`src/rtl/sd_data_master.sv`:
```
// rtl/sd_data_master.sv - SD data-path sequencer: start handshake, transfer supervision, sticky data status.
// Optional TX underrun detection is enabled by defining SD_TX_UNDERRUN_CHECK_EN.
module sd_data_master #(
  parameter int TIMEOUT_W = 24
) (
  input  logic                 sd_clk,
  input  logic                 rst,
  input  logic                 start_tx_i,
  input  logic                 start_rx_i,
  input  logic [TIMEOUT_W-1:0] timeout_i,
  output logic                 d_write_o,
  output logic                 d_read_o,
  input  logic                 tx_fifo_rd_en_i,
  input  logic                 tx_fifo_empty_i,
  input  logic                 rx_fifo_wr_en_i,
  input  logic                 rx_fifo_full_i,
  input  logic                 xfr_complete_i,
  input  logic                 crc_ok_i,
  output logic [4:0]           int_status_o,
  input  logic                 int_status_rst_i
);

  localparam logic [4:0] INT_CC    = 5'b00001;
  localparam logic [4:0] INT_EI    = 5'b00010;
  localparam logic [4:0] INT_CTE   = 5'b00100;
  localparam logic [4:0] INT_CCRCE = 5'b01000;
  localparam logic [4:0] INT_CFE   = 5'b10000;

  typedef enum logic [1:0] {
    IDLE,
    START_TX,
    START_RX,
    DATA_TRANSFER
  } state_t;

  state_t               state;
  logic                 tx_cycle;
  logic                 trans_done;
  logic                 busy_seen;
  logic [TIMEOUT_W-1:0] timeout_cnt;

  logic                 evaluate;
  logic                 underrun;
  logic                 fifo_err;
  logic                 timeout_hit;
  logic                 done_hit;
  logic [4:0]           status_set;

`ifdef SD_TX_UNDERRUN_CHECK_EN
  assign underrun = tx_cycle && tx_fifo_rd_en_i && tx_fifo_empty_i;
`else
  assign underrun = 1'b0;
`endif

  // Events are only judged once per transfer; trans_done freezes them until IDLE.
  assign evaluate    = (state == DATA_TRANSFER) && !trans_done;
  assign fifo_err    = evaluate && ((!tx_cycle && rx_fifo_full_i) || underrun);
  assign timeout_hit = evaluate && !fifo_err && (timeout_i != '0) && (timeout_cnt == timeout_i);
  assign done_hit    = evaluate && !fifo_err && !timeout_hit && busy_seen && xfr_complete_i;

  always_comb begin
    status_set = '0;
    if (fifo_err) begin
      status_set = INT_CFE | INT_EI;
    end else if (timeout_hit) begin
      status_set = INT_CTE | INT_EI;
    end else if (done_hit) begin
      status_set = crc_ok_i ? INT_CC : (INT_EI | INT_CCRCE);
    end
  end

  always_ff @(posedge sd_clk) begin
    if (rst) begin
      state        <= IDLE;
      tx_cycle     <= 1'b0;
      trans_done   <= 1'b0;
      busy_seen    <= 1'b0;
      timeout_cnt  <= '0;
      d_write_o    <= 1'b0;
      d_read_o     <= 1'b0;
      int_status_o <= '0;
    end else begin
      // A status event in the same cycle as the clear request survives.
      int_status_o <= (int_status_rst_i ? 5'b00000 : int_status_o) | status_set;

      case (state)
        IDLE: begin
          tx_cycle    <= 1'b0;
          trans_done  <= 1'b0;
          busy_seen   <= 1'b0;
          timeout_cnt <= '0;
          d_write_o   <= 1'b0;
          d_read_o    <= 1'b0;
          if (start_tx_i) begin
            state <= START_TX;
          end else if (start_rx_i) begin
            state <= START_RX;
          end
        end

        START_TX: begin
          tx_cycle <= 1'b1;
          if (!tx_fifo_empty_i && xfr_complete_i) begin
            d_write_o <= 1'b1;
            state     <= DATA_TRANSFER;
          end
        end

        START_RX: begin
          if (xfr_complete_i) begin
            d_read_o <= 1'b1;
            state    <= DATA_TRANSFER;
          end
        end

        DATA_TRANSFER: begin
          if (trans_done) begin
            // Stop outputs are held through this cycle so an abort lasts two cycles.
            state <= IDLE;
          end else begin
            if (!xfr_complete_i) begin
              busy_seen <= 1'b1;
            end
            if ((timeout_i == '0) || tx_fifo_rd_en_i || rx_fifo_wr_en_i) begin
              timeout_cnt <= '0;
            end else begin
              timeout_cnt <= timeout_cnt + 1'b1;
            end
            if (fifo_err || timeout_hit) begin
              d_write_o  <= 1'b1;
              d_read_o   <= 1'b1;
              trans_done <= 1'b1;
            end else begin
              d_write_o <= 1'b0;
              d_read_o  <= 1'b0;
              if (done_hit) begin
                trans_done <= 1'b1;
              end
            end
          end
        end

        default: state <= IDLE;
      endcase
    end
  end

endmodule

```
`config.mk`:
```
export PLATFORM = sky130hd
export DESIGN_NAME = sd_data_master
export DESIGN_NICKNAME = d
export VERILOG_FILES = /design/src/rtl/sd_data_master.sv
export SDC_FILE = /design/constraint.sdc
export NUM_CORES = 1
export LEC_CHECK = 0
export BUFFER_PORTS_ARGS = -buffer_cell sky130_fd_sc_hd__buf_2
export CORE_ASPECT_RATIO = 1.1
export CORE_MARGIN = 5
export CORE_UTILIZATION = 35
export DETAILED_ROUTE_END_ITERATION = 16
export GPL_ROUTABILITY_DRIVEN = 0
export PLACE_DENSITY = 0.57
export SLEW_MARGIN = 10
export SYNTH_ARGS = -nofsm -noshare
export SYNTH_HDL_FRONTEND = slang
export SYNTH_SLANG_ARGS = --single-unit
```
`constraint.sdc`:
```
create_clock -name sd_clk -period 3 [get_ports sd_clk]
set_clock_uncertainty 0.2 [all_clocks]
set_input_delay 0.6 -clock sd_clk [delete_from_list [all_inputs] [get_ports sd_clk]]
set_output_delay 0.6 -clock sd_clk [all_outputs]
set_load 0.05 [all_outputs]
```
== Word-level counts from Yosys, hierarchy flattened ==
Cells that the tools add are included.

* Equal/unequal tests: 10
* Multiplexer cells: 28
* Reductions and logical operators: 30
* Add/subtract/negate cells: 1
* Bitwise operators: 1

{| class="wikitable"
|+ Operator list
! cell !! count
|-
| $mux 24 || 2
|-
| $pmux 24 s2 || 1
|-
| $add 24x1->24 const B || 1
|-
| $eq 24x24->1 || 1
|-
| $logic_not 24->1 || 1
|-
| $reduce_bool 24->1 || 1
|-
| $mux 4 || 3
|-
| $logic_and 1x1->1 || 10
|-
| $mux 2 || 5
|-
| $mux 5 || 2
|-
| $ne 2x2->1 const B || 5
|-
| $mux 1 || 9
|-
| $reduce_and 3->1 || 3
|-
| $pmux 2 s4 || 1
|-
| $pmux 1 s2 || 3
|-
| $pmux 1 s3 || 2
|-
| $reduce_bool 3->1 || 2
|-
| $logic_not 1->1 || 5
|-
| $or 5x5->5 || 1
|-
| $eq 2x2->1 const B || 2
|-
| $reduce_and 4->1 || 1
|-
| $reduce_bool 2->1 || 2
|-
| $logic_or 1x1->1 || 3
|-
| $ne 3x3->1 const B || 1
|-
| 3 further kinds || 3
|}

* Input port bits: 35
* Logic and storage cells: 78
* Output and inout bits: 7
* Register bits after elaboration: 36

== Depth between registers and ports, before layout ==
Gate-level depths: netlist (run 1).

* Depth in word-level cells: 15
* Mapped depth: 7
* Gate-level depth less buffers: 7

== Worst setup path before layout (run 1) ==
OpenSTA, ideal clock, no wires.

* Path type: register to register
* From: reg state[0]
* To: reg timeout_cnt[14]
* Setup time: 70 ps
* Required time: 2730 ps
* Cell stages (with the launch flop): 8
* Arrival: 2045 ps
* Slack: 686 ps
* Clock period less this slack: 2314 ps
* Buffers on the path: 0
* Path through: dfxtp_1 > inv_1 > ha_1 > nor2b_1 > o21ai_2 > or4_1 > or4b_1 > a21oi_1

* Longest elaborated chain between the ends: 3
* Elaborated cells on any way between the ends: 6
* Classes of those cells: eq/ne (2); mux (1); reduce/logical (3)

{| class="wikitable"
|+ Ends and longest elaborated chain
! element !! RTL line !! text
|-
| from (decl) || 36 || <nowiki>state_t state;</nowiki>
|-
| from (signal assigned) || 74 || <nowiki>state <= IDLE;</nowiki>
|-
| from (signal assigned) || 95 || <nowiki>state <= START_TX;</nowiki>
|-
| from (signal assigned) || 97 || <nowiki>state <= START_RX;</nowiki>
|-
| $eq 2x2->1 / $logic_not 2->1 (equally long branches) || 86 || <nowiki>case (state)</nowiki>
|-
| $ne 2x2->1 (no source line) / $reduce_bool 2->1 (equally long branches) || - ||
|-
| $reduce_and 2->1 (no source line) || - ||
|-
| to (signal assigned) || 127 || <nowiki>timeout_cnt <= timeout_cnt + 1'b1;</nowiki>
|-
| to (decl) || 40 || <nowiki>logic [TIMEOUT_W-1:0] timeout_cnt;</nowiki>
|}

Parallel ways exist; a longest one is shown, timed or not.
A chain may end at the register's enable or synchronous reset.

== Final worst setup path (run 1) ==
* From: reg state[1]
* To: reg int_status_o[3]

* Longest elaborated chain between the ends: 15

{| class="wikitable"
|+ Ends and longest elaborated chain
! element !! RTL line !! text
|-
| $eq 2x2->1 (*) || 56 || <nowiki>assign evaluate = (state == DATA_TRANSFER) && !trans_done;</nowiki>
|-
| $logic_and 1x1->1 (*) || 56 ||
|-
| $logic_and 1x1->1 || 57 || <nowiki>assign fifo_err = evaluate && ((!tx_cycle && rx_fifo_full_i) || underrun);</nowiki>
|-
| $logic_not 1->1 || 58, 59 ||
|-
| $logic_and 1x1->1 || 58, 59 ||
|-
| $logic_and 1x1->1 (2 in series) || 58 || <nowiki>assign timeout_hit = evaluate && !fifo_err && (timeout_i != '0) && (timeout_cnt == timeout_i);</nowiki>
|-
| $logic_not 1->1 || 59 || <nowiki>assign done_hit = evaluate && !fifo_err && !timeout_hit && busy_seen && xfr_complete_i;</nowiki>
|-
| $logic_and 1x1->1 (3 in series) || 59 ||
|-
| $mux 4 || 67 || <nowiki>end else if (done_hit) begin</nowiki>
|-
| $mux 4 || 65 || <nowiki>end else if (timeout_hit) begin</nowiki>
|-
| $mux 5 (*) || 63 || <nowiki>if (fifo_err) begin</nowiki>
|-
| $or 5x5->5 (*) || 84 || <nowiki>int_status_o <= (int_status_rst_i ? 5'b00000 : int_status_o) | status_set;</nowiki>
|-
| to (signal assigned) || 84 ||
|-
| to (decl) || 19 || <nowiki>output logic [4:0] int_status_o,</nowiki>
|}

Every way passes the cells marked *; elsewhere a longest branch is shown, timed or not.

==> Implementation_results.wiki, run 1 <==
{| class="wikitable"
! Metric !! Value
|-
| Post-DP HPWL || approximately 4600 µm
|-
| Via Count || 2071
|-
| Core area || 6080 µm²
|-
| Flip-flop cell with the highest count after synthesis || dfxtp_1
|-
| Post-route setup TNS || 0 ps
|-
| Endpoint type of the worst setup path || register
|-
| Total nets after synthesis || approximately 300
|-
| Initial antenna violation count || 0
|-
| Largest vdd supply drop || 0.000361 V
|-
| CTS Hold Buffers Added || 0
|-
| Final cell count without fillers || approximately 390
|-
| Path class of the lowest-slack min-delay path || reg -> reg
|-
| Total track usage || between 15 and 20%
|-
| Clock root buffer master || clkbuf_8
|-
| Count of synthesis-stage warnings from yosys || 0
|-
| Clock buffer depth || 2
|-
| Worst hold stages || 2
|-
| Total wire length after detailed routing || a little under 6000 µm
|-
| Area Growth Syn to Fin || 17.7%
|-
| Total I/O pin count || 42
|-
| Avg Cell Area, Syn || 8.12 µm²
|-
| Combined area of all synthesized cells || 2150 µm²
|-
| FFs w/ async S/R, synth || 0%
|-
| Pin count of the biggest net entering global routing || 18
|-
| Initial core utilization || between 30% and 40%
|-
| Iter 0 DRT Violations || 93
|-
| DRC Markers || 0
|-
| Most frequently used cell type in the post-synthesis netlist || dfxtp_1
|-
| Final setup violation count || 0
|-
| Routed length per placed instance || roughly 15 µm
|-
| Worst-path cell chain || ha_1 -> nand2b_1 -> nor3_1 -> nand4_1 -> or4_1 -> a32o_1
|-
| Commonest cells in the netlist || 36 x dfxtp_1, 31 x nor2_1, 24 x xor2_1
|-
| Post-Synthesis Cells || 265
|-
| Cell count after placement || between 300 and 400
|-
| Die Wd || ~85 µm
|-
| Count of flip-flops with a built-in enable after synthesis || 0
|-
| Total clock sinks || 36
|-
| Number of placement rows || 30
|-
| Sequential-to-total area share from yosys stat || around 33%
|-
| Maximum cell stage delay along the critical path || between 600 and 700 ps
|-
| Clock latency of the later-clocked register in the worst-skew pair || 280 ps
|-
| Fraction of final layout cells sized beyond drive strength 1 || 18.8%
|-
| # Max-Cap Violations || 0
|-
| Headroom to the max-slew limit || between 50% and 60%
|-
| Period Utilization, post-route || between 80 and 90%
|-
| Final Hold Fails || 0
|-
| Via density || between 5 and 6
|-
| Setup Buffers After CTS || 0
|-
| Area contributors post-synth || dfxtp_1 33%, xor2_1 9.8%, nor2_1 5.4%
|-
| Vias in the first global route || 2070
|-
| CTS clock-pin slew for the worst setup and hold paths || approximately 70 ps
|-
| Critical-path cell with the highest stage delay || or4_1
|-
| Cell accounting for the most synthesized area || dfxtp_1
|-
| First-pass GRT wire length || 9900 µm
|-
| Overall die height || between 90 and 100 µm
|-
| Arrival time reported for the critical path endpoint || ~2400 ps
|-
| Number of levels the H-tree was split into || 2
|-
| Leakage power || between 0.9 and 1 nW
|-
| Inserted Clock Buffers || 5
|-
| Number of nets in the layout || 349
|-
| Number of unique standard cell types used by synthesis || 50
|-
| Outcome || complete, no violations
|-
| Setup Crit Path Kind || reg -> reg
|-
| Slack of the critical path || ~540 ps
|-
| Remaining number of nets flagged by the antenna check after routing || 0
|-
| Diode count || 0
|-
| Port Buf Inserts || 41
|-
| R2R cell count || 6
|-
| Launching element type of the critical path || register
|-
| Placement Setup Slack || about 430 ps
|-
| CTS tree || built
|-
| GR Overflow Total || 0
|-
| Critical path fanouts, max || 8
|-
| Share of the synthesized area in the top cell type || 33.5%
|-
| Flip-flop and latch count after synthesis || 36
|-
| Endpoint required time on the critical path || 2980 ps
|-
| Cell area power density || ~500 nW/µm²
|-
| Number of detailed-route iterations in the first pass || 4
|-
| Maximum clock frequency || approximately 410 MHz
|-
| Worst-Margin Slew || slightly above 600 ps
|-
| Slew Limit Fails || 0
|-
| Final Critical Period || 2460 ps
|-
| Die area || around 8000 µm²
|-
| Number of instances resized during post-cts repair || 0
|-
| Setup repair after global routing missed its margin || no
|}
[layer usage]
layer  GRT usage, %  wire length [µm]  vias to the layer above
met5              0                 0                        -
li1               -                 -                     1047
met2           25.3              2780                       48
met1           20.0              2720                      968
met4           4.88                81                        0
met3           4.04               282                        8
[cell type report]
class | instances | area, µm²
Fill cell | 667 | 3550
Multi-Input combinational cell | 211 | 1360
Sequential cell | 36 | 721
Timing Repair Buffer | 46 | 243
Tap cell | 80 | 100
Clock buffer | 6 | 72.6
Inverter | 8 | 30.0
Clock inverter | 1 | 5.00
[critical path: cells and delay by family (launching register included)]
family | cells | cell delay (ps)
and+or+nand+nor | 4 | 1180
AOI/OAI and AO/OA | 1 | 260
DFF | 1 | 380
adders and majority gates | 1 | 340
[placed cells by master (no fill, tap or decap), types with 6 or more instances in the layout]
master,synthesis,routed
nand3_1,8,8
buf_2,1,41
nand2b_1,6,6
xnor2_1,12,12
nor2_1,31,31
nor3_1,7,7
nand2_1,17,17
nor4_1,14,14
inv_1,8,8
xor2_1,24,24
ha_1,6,6
dfxtp_1,36,36
a21oi_1,17,17
o21ai_0,6,6
nand4_1,8,8
a31oi_1,7,7
[where the power goes]
group | switching (mW) | leakage (nW) | total [mW] | internal [mW]
Sequential | 0.0212 | 0.291 | 0.528 | 0.507
Combinational | 0.269 | 0.638 | 0.420 | 0.151
Clock | 0.166 | 0.0410 | 0.324 | 0.158
Total | 0.457 | 0.970 | 1.27 | 0.816
[state kept, by name (all words and copies together) (netlist names)]
signal,count
busy_seen,1
int_status_o,5
timeout_cnt,24
state,2
tx_cycle,1
d_write_o,1
d_read_o,1
trans_done,1
[cells by family (layout without fill, tap and decap cells)]
family | Yosys count | after routing | synth area share, %
DFF | 36 | 36 | 33.5
muxes | 1 | 1 | 0.465
adders and majority gates | 6 | 6 | 3.49
buffers and inverters | 18 | 61 | 3.20
and+or+nand+nor | 116 | 116 | 28.5
xor gates and xnor gates | 36 | 36 | 14.7
AOI/OAI and AO/OA | 52 | 52 | 16.2
[final timing paths]
path | startpoint | to | slack (ps)
worst min-delay path | int_status_o[4] | int_status_o[4] | 270
worst min register to register | int_status_o[4] | int_status_o[4] | 270
worst max register to register | state[1] | int_status_o[3] | 540
worst max-delay path | state[1] | int_status_o[3] | 540
[metrics by stage]
| step | hold WS (ps) | cell area (µm²) | power, mW | utilization [%] |
|---|---|---|---|---|
| floorplan | 255 | 2150 | 0.820 | - |
| global placement | 255 | 2460 | 0.957 | 40.4 |
| detailed placement | 260 | 2460 | 0.960 | 40.4 |
| CTS | 277 | 2530 | 1.29 | 41.7 |
| global route | 312 | 2530 | 1.37 | 41.7 |
| finish | 271 | 2530 | 1.27 | 41.7 |
No activity file was read; power rests on OpenSTA's default activity.
==> run 2: changes to the inputs <==
==> constraint.sdc (replaced) <==
create_clock -name sd_clk -period 2.6 [get_ports sd_clk]
set_clock_uncertainty 0.2 [all_clocks]
set_input_delay 0.52 -clock sd_clk [delete_from_list [all_inputs] [get_ports sd_clk]]
set_output_delay 0.52 -clock sd_clk [all_outputs]
set_load 0.05 [all_outputs]
==> run 2 against run 1 <==
Combinational power increased by 24%. Clock power increased by 17%. Highest routed layer unchanged. Via count increased by 1.5%. Largest cell class unchanged. Die area unchanged. Cell area increased by 2.8%. Critical endpoint is now d_read_o. Power increased by 19%.
==> Implementation_results.wiki, run 2 (synthesis gave the netlist of run 1 again) <==
{| class="wikitable"
! Metric !! Value
|-
| Die Wd || 84.8 µm (unchanged)
|-
| Worst-Margin Slew || 437 ps (-167 ps)
|-
| Source of the worst register-to-register timing path || state[1]
|-
| Area Growth Syn to Fin || 21.0%
|-
| Via density || 5.32 (-0.30%)
|-
| GR Overflow Total || 0 (unchanged)
|-
| Overall die height || 92.2 µm (unchanged)
|-
| Clock buffer depth || 2 (unchanged)
|-
| Iter 0 DRT Violations || 129 (+39%)
|-
| Hold_sp || int_status_o[4]
|-
| Design internal power || 969 µW (+19%)
|-
| Maximum clock frequency || 421 MHz (+3.5%)
|-
| Total clock sinks || 36 (unchanged)
|-
| Endpoint required time on the critical path || 2600 ps (-380 ps)
|-
| Fraction of final layout cells sized beyond drive strength 1 || 21.3% (+2.4 points)
|-
| Leakage power || 1.01 nW (+3.8%)
|-
| Cell area power density || 580 nW/µm² (+15%)
|-
| Worst path buffer plus inverter count || 0 (unchanged)
|-
| Final Critical Period || 2380 ps (-82.9 ps)
|-
| Path class of the lowest-slack min-delay path || reg -> reg
|-
| Total I/O pin count || 42 (unchanged)
|-
| First-pass GRT wire length || 9780 µm (-1.2%)
|-
| Outcome || complete, no violations
|-
| Worst-path cell chain || ha_2 -> nand2b_1 -> nor3_1 -> nand4_1 -> or4_1 -> a211oi_1
|-
| Number of detailed-route iterations in the first pass || 4 (unchanged)
|-
| Setup Crit Path Kind || reg -> reg
|-
| Setup slack on the worst flop-to-flop path || 220 ps (-320 ps)
|-
| Setup repair after global routing missed its margin || no
|-
| Dpl cell area || 2520 µm² (+2.6%)
|-
| Diode count || 0 (unchanged)
|-
| Switching share of power || 35.8% (-0.095 points)
|-
| Arrival time reported for the critical path endpoint || 2370 ps (-70 ps)
|-
| Vias in the first global route || 2058 (-0.58%)
|-
| Number of levels the H-tree was split into || 2 (unchanged)
|-
| Pin count of the biggest net entering global routing || 18 (unchanged)
|-
| Total wire length after detailed routing || 5930 µm (+1.2%)
|-
| Core area || 6080 µm² (unchanged)
|-
| Post-route setup TNS || 0 ps (unchanged)
|-
| DRC Markers || 0 (unchanged)
|-
| CP delay by family, top || simple AND/OR/NAND/NOR gates
|-
| # Max-Cap Violations || 0 (unchanged)
|-
| Launching element type of the critical path || register
|-
| Final Hold Fails || 0 (unchanged)
|-
| Clock network fraction of total power || 25.1% (-0.4 points)
|-
| Inserted Clock Buffers || 5 (unchanged)
|-
| Headroom to the max-slew limit || 70.8% (+11 points)
|-
| Max reg flops || 24 (unchanged)
|-
| Period Utilization, post-route || 91.4% (+9.4 points)
|-
| Critical Path Stages || 6 (unchanged)
|-
| Critical-path cell with the highest stage delay || or4_1
|-
| Total track usage || 15.6% (+0.027 points)
|-
| R2R cell count || 6 (unchanged)
|-
| Maximum cell stage delay along the critical path || 680 ps (about the same)
|-
| Relative contribution of combinational cells to total power || 34.5% (+1.5 points)
|-
| Post-DP HPWL || 4630 µm (+0.16%)
|-
| Launch point of the worst path || state[1]
|-
| RR Endpoint || d_read_o
|-
| Top flop regs || timeout_cnt (24), int_status_o (5), state (2)
|-
| Post-Layout Inst Area || 2600 µm² (+2.8%)
|-
| CTS tree || built
|-
| Clock latency of the later-clocked register in the worst-skew pair || 290 ps (about the same)
|-
| Net switching power of the design || 541 µW (+18%)
|-
| Register with the most flip-flops || timeout_cnt
|-
| Die area || 7820 µm² (unchanged)
|-
| Clock root buffer master || clkbuf_8
|-
| Port Buf Inserts || 41 (unchanged)
|-
| CTS clock-pin slew for the worst setup and hold paths || 70 ps (about the same)
|-
| Number of placement rows || 30 (unchanged)
|-
| Leading cell types in the layout, fill and taps excluded || 41 x buf_2, 36 x dfxtp_1, 31 x nor2_1
|-
| Critical path fanouts, max || 8 (unchanged)
|-
| Capture point of the worst path || d_read_o
|-
| Remaining number of nets flagged by the antenna check after routing || 0 (unchanged)
|-
| Initial antenna violation count || 0 (unchanged)
|-
| Most common cell after layout, fill and taps aside || buf_2
|-
| Final setup violation count || 0 (unchanged)
|-
| Routed length per placed instance || 15.0 µm (-0.58%)
|-
| Slew Limit Fails || 0 (unchanged)
|-
| Endpoint type of the worst setup path || register
|-
| Worst hold stages || 2 (unchanged)
|-
| Initial core utilization || 35.4% (unchanged)
|-
| Relative contribution of sequential cells to total power || 40.4% (-1.1 points)
|-
| Number of nets in the layout || 356 (+2.0%)
|-
| Largest vdd supply drop || 0.000413 V (+15%)
|-
| Via Count || 2102 (+1.5%)
|}
==> run 2: changes by cell type in the layout (fill, tap and decap cells not counted), sizes merged <==
| cell | change |
|---|---|
| buf | +7 |
==> run 2: what timing repair did <==
item                       CTS  global route
hold buffers                 0             0
resized for setup            0             2
setup buffers                0             0
setup endpoints to repair    0             2
==> run 2: cell type report <==
cell class	count	area [µm²]
inverter	8	30.0
timing repair buffer	53	308
multi-input combinational	211	1370
fill	650	3480
clock buffer	6	72.6
sequential	36	721
tap	80	100
clock inverter	1	5.00
==> run 2: metal layers <==
metal | track usage [%] | up-vias | share of wire (%) | wire, µm
met5 | 0 | - | 0 | 0
met4 | 6.20 | 0 | 2.1 | 124
met3 | 2.70 | 11 | 4.3 | 255
met2 | 25.8 | 49 | 47 | 2810
met1 | 20.0 | 981 | 46 | 2740
li1 | - | 1061 | - | -
==> run 2: per-stage QoR <==
stage	worst slack (ps)	power (mW)	hold slack (ps)	std cells	util [%]
after global routing	56.3	1.60	308	395	42.8
after detailed placement	110	1.14	260	388	41.5
after floorplan	286	0.946	255	265	-
after CTS	106	1.52	271	395	42.7
after global placement	110	1.14	254	388	41.5
final	223	1.51	271	395	42.8
==> run 2: worst reg2reg max path: stages, from the launching register on <==
cell and delay, ps:
dfxtp_1 380, ha_2 280, nand2b_1 110, nor3_1 240, nand4_1 110, or4_1 680
a211oi_1 290
==> run 2: worst min-delay path by stage <==
stage	end	slack, ps
finish	int_status_o[4]	270
detailed placement	int_status_o[4]	260
global route	int_status_o[4]	310
floorplan	busy_seen	250
CTS	int_status_o[4]	270
global placement	int_status_o[4]	250
==> run 2: power by group through the flow <==
stage / clock [mW] / combinational, mW / sequential (mW)
global placement: 0 / 0.518 / 0.622
finish: 0.379 / 0.521 / 0.610
floorplan: 0 / 0.277 / 0.669
CTS: 0.390 / 0.522 / 0.609
detailed placement: 0 / 0.520 / 0.621
global route: 0.409 / 0.580 / 0.614
